--- src/rtl/regfile_param.sv ---
// Parametrised CPU register file with N_RD combinational read ports, one write port and a busy scoreboard.
// Reads take 0 cycles and writes take 1 cycle; there is no backpressure, so every write and issue is accepted.
module regfile_param #(
   parameter int DATA_W   = 64,
   parameter int ADDR_W   = 5,
   parameter int N_RD     = 2,
   parameter int ZERO_REG = 1,
   parameter int BYPASS   = 1
) (
   input  logic                       clk,
   input  logic                       reset,
   input  logic                       wr_en,
   input  logic [ADDR_W-1:0]          wr_addr,
   input  logic [DATA_W-1:0]          wr_data,
   input  logic [N_RD*ADDR_W-1:0]     rd_addr,
   output logic [N_RD*DATA_W-1:0]     rd_data,
   output logic [N_RD-1:0]            rd_busy,
   input  logic                       iss_en,
   input  logic [ADDR_W-1:0]          iss_addr,
   output logic [(1<<ADDR_W)-1:0]     busy_vec
);

   localparam int NREGS = 1 << ADDR_W;
   localparam logic [ADDR_W-1:0] ZADDR = ADDR_W'(NREGS - 1);

   if (N_RD < 1 || N_RD > 4) begin : g_bad_nrd
      $error("regfile_param: N_RD must be in 1..4");
   end

   logic [DATA_W-1:0] regs [NREGS];
   logic [NREGS-1:0]  busy_q;
   logic              wr_ok;
   logic              iss_ok;

   // The zero register never stores data and never becomes busy.
   assign wr_ok  = wr_en  && !((ZERO_REG != 0) && (wr_addr  == ZADDR));
   assign iss_ok = iss_en && !((ZERO_REG != 0) && (iss_addr == ZADDR));

   always_ff @(posedge clk or posedge reset) begin
      if (reset) begin
         for (int i = 0; i < NREGS; i++) begin
            regs[i] <= '0;
         end
      end else if (wr_ok) begin
         regs[wr_addr] <= wr_data;
      end
   end

   // Issue takes priority over a same-cycle write: the write retires the
   // older instruction while the newly issued one is still outstanding.
   always_ff @(posedge clk or posedge reset) begin
      if (reset) begin
         busy_q <= '0;
      end else begin
         for (int i = 0; i < NREGS; i++) begin
            if (iss_ok && (iss_addr == ADDR_W'(i))) begin
               busy_q[i] <= 1'b1;
            end else if (wr_en && (wr_addr == ADDR_W'(i))) begin
               busy_q[i] <= 1'b0;
            end
         end
      end
   end

   assign busy_vec = busy_q;

   for (genvar k = 0; k < N_RD; k++) begin : g_rd
      logic [ADDR_W-1:0] addr;
      logic              is_zero;
      logic              hit;

      assign addr    = rd_addr[k*ADDR_W +: ADDR_W];
      assign is_zero = (ZERO_REG != 0) && (addr == ZADDR);
      assign hit     = (BYPASS != 0) && wr_en && !reset && (addr == wr_addr);

      assign rd_data[k*DATA_W +: DATA_W] = is_zero ? '0 : (hit ? wr_data : regs[addr]);
      assign rd_busy[k] = !is_zero && !hit && busy_q[addr];
   end

endmodule

--- config.mk ---
export PLATFORM = sky130hd
export DESIGN_NAME = regfile_param
export DESIGN_NICKNAME = d
export VERILOG_FILES = /design/src/rtl/regfile_param.sv
export SDC_FILE = /design/constraint.sdc
export NUM_CORES = 2
export LEC_CHECK = 0
export CAP_MARGIN = 40
export CORE_ASPECT_RATIO = 1.4
export CORE_MARGIN = 2
export CORE_UTILIZATION = 45
export CTS_BUF_LIST = sky130_fd_sc_hd__clkbuf_2
export DETAILED_ROUTE_END_ITERATION = 7
export HOLD_SLACK_MARGIN = 0.08
export MAX_ROUTING_LAYER = met4
export REMOVE_ABC_BUFFERS = 1
export SYNTH_ARGS = -nofsm -noshare
export SYNTH_HDL_FRONTEND = slang
export SYNTH_SLANG_ARGS = --single-unit
--- constraint.sdc ---
create_clock -name clk -period 157.7 [get_ports clk]
set_clock_uncertainty 0.2 [all_clocks]
set_input_delay 23.655 -clock clk [delete_from_list [all_inputs] [get_ports clk]]
set_output_delay 23.655 -clock clk [all_outputs]
set_load 0.02 [all_outputs]
# Yosys cells after proc, flatten, opt, wreduce, memory -nomap -nowiden
# Cells that the tools add are included.
[word_totals] register_bits=2080 memories=0 mem_bits_rw=0 output_inout_bits=162 latch_bits=0 rom_bits=0 inputBits=88
[op_classes] n_bitwise=3 add_sub_neg=0 magnitude_cmp=6 div_mod_pow=0 n_mux=81 mul=0 shift=0 n_eq_ne=66 reduce_logical=115
[op_table] cell="bitwise mux 2048 bit" count=1
[op_table] cell="binary-select mux 64 bit (select 5 bit)" count=2
[op_table] cell="2-to-1 mux 64 bit" count=9
[op_table] cell="demux 64 bit (select 5 bit)" count=1
[op_table] cell="== test 5 bit, second input constant" count=34
[op_table] cell="== test 5 x 4 -> 1 bit, second input constant" count=16
[op_table] cell="logical AND 1 bit" count=74
[op_table] cell="2-to-1 mux 1 bit" count=66
[op_table] cell="nonzero test 2 bit" count=32
[op_table] cell="== test 5 x 3 -> 1 bit, second input constant" count=8
[op_table] cell="== test 5 x 2 -> 1 bit, second input constant" count=4
[op_table] cell="greater-or-equal comparator 6 bit, second input constant" count=3
[op_table] cell="inverter 5 -> 6 bit" count=3
[op_table] cell="less-than comparator 5 x 6 -> 1 bit, second input constant" count=2
[op_table] cell="binary-select mux 1 bit (select 5 bit)" count=2
[op_table] cell="== test 5 x 1 -> 1 bit, second input constant" count=2
[op_table] cell="== test 5 bit" count=2
[op_table] cell="logical NOT 5 bit" count=2
[op_table] cell="logical NOT 1 bit" count=7
[op_table] cell="less-than comparator 6 x 1 -> 1 bit, second input constant" count=1

# Depth between registers and ports, before layout
[depth] ltp_word=6 depth_mapped=10

# Least setup slack after synthesis
# OpenSTA, ideal clock, no wires.
[synth_path] path_type="input to output" start="in rd_addr[6]" end="out rd_data[118]" required_time_ns=133.845 path_stages=8 path_slack_ns=108.404 arrival_time_ns=25.441 path_cell_list="buf_2 -> buf_2 -> buf_2 -> buf_2 -> a211oi_1 -> o32ai_1 -> a211oi_1 -> a211oi_1"
[synth_via] elab_chain_cells=6
[synth_rtl] item="from (decl)" line_no="15" source="input logic [N_RD*ADDR_W-1:0] rd_addr,"
[synth_rtl] item="inverter 5 -> 6 bit (not written as such)" line_no="76" source="assign rd_data[k*DATA_W +: DATA_W] = is_zero ? '0 : (hit ? wr_data : regs[addr]);"
[synth_rtl] item="binary-select mux 64 bit (select 5 bit)" line_no="76"
[synth_rtl] item="2-to-1 mux 64 bit (not written as such) (2 in series)" line_no="76"
[synth_rtl] item="2-to-1 mux 64 bit" line_no="76"
[synth_rtl] item="2-to-1 mux 64 bit (*)" line_no="76"
[synth_rtl] item="to (decl)" line_no="16" source="output logic [N_RD*DATA_W-1:0] rd_data,"
# Every way passes the cells marked *; elsewhere a longest branch is shown, timed or not. The select of a mux whose other input is x is not followed.

# Worst setup path in the final report
[layout_path] start="in rd_addr[5]" end="out rd_data[102]"
# The elaborated chain is that of the path after synthesis.

==> reports/metrics.cfg <==
[sta]
fin_crit_sh = 0.3361
fin_setup_tns_ns = 0
max_freq_ghz = 0.01887
hold_viol_final = 0
worst_pin_slew_ns = 1.171
grt_setup_unrepaired = no
max_slew_margin = 0.2197
finalMaxSlewViolations = 0
setup_viol = 0
finalWorstSetupSlack_ns = 104.70
fin_crit_ns = 53.00

[synth]
yosys_warnings = 0
yosys-top-cells-area = dfrtp_1 (47%), mux2_2 (20%), mux4_2 (19%), mux2i_1 (2.5%), a22oi_1 (2.4%)
yosys_most_used_dff = dfrtp_1
netlist.area_leader.share = 0.4735
async_reset_ff_frac = 1.000
synth_top_area_cell = dfrtp_1
synth_commonest_cells = dfrtp_1 (2080), mux2_2 (1942), mux4_2 (909)
avgSynthCellArea_sq_um = 14.91
syn_inst = 7372
yosysUniqueCellTypes = 55
synth_seq_area_share = 0.4735
ys_ff_latch = 2080
synth_area_sq_um = 109900
synth_edf_count = 0
yosysMostFrequentCell = dfrtp_1

[cts]
clockRootBuffer = clkbuf_2
h-tree-depth = 6
numCtsBuffers = 537
clkTransAtPathRegs_ns = 0.09
hold_buffers = 0
clk_latency_ns = 1.67
cts_resized = 0
clockBufferDepth = 4
cts_sinks = 2080
post_cts_buffers = 0
cts_tree = done

[finish]
layout.nets = 7662
drive_gt1_frac = 0.5101
multi_input_area_sq_um = 54210
fin_cells = 11159
areaGrowthSynthToFinish_pct = 10.51
seq_area_sq_um = 52050
fill_cells = 21034

[worst_setup_path]
critPathMaxFanout = 85
worstPathRequired_ns = 133.85
critPathLaunchType = input pin
timing.rr.start = regs[262]
cp-end-kind = output pin
reg2reg_depth = 1
ff2ff_setup_slack_ns = 156.67
crit_type = in -> out
worstPathArrival_ns = 29.14
r2r_end = regs[262]

[routing]
wl_met2_mm = 179.7
routedWlPerCell_um = 33.81
drtPass1Iterations = 7
ant_nets = 0
num_vias = 74304
met3WireLength_mm = 29.92
drc = 0
wl_mm = 377.3
detail_route.iter0.violations = 7281
viasPerCell = 6.659
top_layer = met4
wl_met1_mm = 153.6

[global_routing]
grt_pass1_vias = 78290
grt_pass1_wl_mm = 551.3
grt_util_all_layers = 0.3104
grt_max_degree = 175
antenna_found_initial = 24
grt.overflow.total = 0

[die]
core_sq_um = 242900
boundaryPins = 250
die_area_sq_um = 248300
die_y_um = 588.8
initial_core_util = 0.4527
fp-row-count = 214
die_w_um = 421.7

[place]
dpl.cell_count = 10275
routabilityCongestion = 0.8226
port_buffers = 249
dp_slack_ns = 104.49
hpwl_mm = 207.1

[worst_hold_path]
min_path_type = reg -> reg
holdCritStartpoint = regs[43]
hold_path_depth = 0
hold_end = regs[43]

[power]
leakage_nw = 53.02
irDropWorstVdd_mv = 0.005474
p_total_mw = 1.414
power_density_nw_per_um2 = 11.64

[run_status]
status = finished, final reports clean

[run]
cap_violations = 0

[worst max-delay path: stages]
cell and delay [ns]:
buf_8 0.22, buf_12 0.63, buf_4 0.71, buf_4 0.71, buf_4 0.62, buf_4 0.29, buf_16 0.32, mux4_2 0.56
a22oi_1 0.21, nand2_1 0.13, a221o_1 0.36, clkdlybuf4s50_1 0.55
[power breakdown]
group	leakage (nW)	internal (mW)	switching, mW
clock network	3.45	0.138	0.229
logic	22.9	0.199	0.136
registers	26.6	0.634	0.0769
total	53.0	0.971	0.442
[area by class of cell]
cell class                      count  share of cell area
Antenna cell                       24           0.0004944
Timing Repair Buffer              547             0.05478
Inverter                           12           0.0004326
Tap cell                         3240             0.03337
Clock buffer                      731             0.03011
Sequential cell                  2080              0.4284
Clock inverter                    129            0.006138
Multi-Input combinational cell   4396              0.4462
[stage by stage]
stage                     hold slack [ns]    util  area (sq um)
after floorplan                    0.1688       -        106000
after global placement             0.1801  0.4710        114400
after detailed placement           0.1852  0.4819        117000
after CTS                          0.2059  0.5000        121400
after global routing               0.2178  0.5002        121500
final                              0.2046  0.5002        121500
[how the worst max path moves through the flow]
stage                           from           end  slack (ns)  cells past startpoint
final                     rd_addr[5]  rd_data[102]      104.70                     12
after global routing      rd_addr[5]  rd_data[115]      104.20                     12
after CTS                 rd_addr[5]  rd_data[111]      104.49                     12
after detailed placement  rd_addr[5]  rd_data[111]      104.49                     12
after global placement    rd_addr[5]  rd_data[111]      104.10                     11
after floorplan                reset   busy_vec[0]       75.09                      1
[per-layer routing]
layer  vias to the layer above  global-route usage
li1                      29335                   -
met4                         0              0.1190
met3                       876             0.05989
met2                      3655              0.4814
met5                         -                   -
met1                     40438              0.4054
[flip-flops by register name, indices dropped and copies added (netlist names)]
name	cells
busy_vec	32
regs	2048
[layout by cell type (no fill, tap or decap), drive strengths merged, types with 66 or more instances in the layout]
cell type      netlist  routed
a211oi              68      68
a21oi               71      71
a22oi              353     353
a32o                66      66
buf                417     307
clkbuf             467     731
clkdlybuf4s50        0     240
clkinv               0      90
dfrtp             2080    2080
mux2              1979    1979
mux2i              279     279
mux4               909     909
nand2              231     231
o221ai              66      66
o22ai               66      66
[cells by family after synthesis]
| group | share of synthesized area |
|---|---|
| compound gates | 0.06086 |
| xor+xnor | 0.0007968 |
| buf+inv | 0.03594 |
| flops | 0.4735 |
| mux | 0.4156 |
| simple gates | 0.01331 |
(Power assumes the default switching activity.)
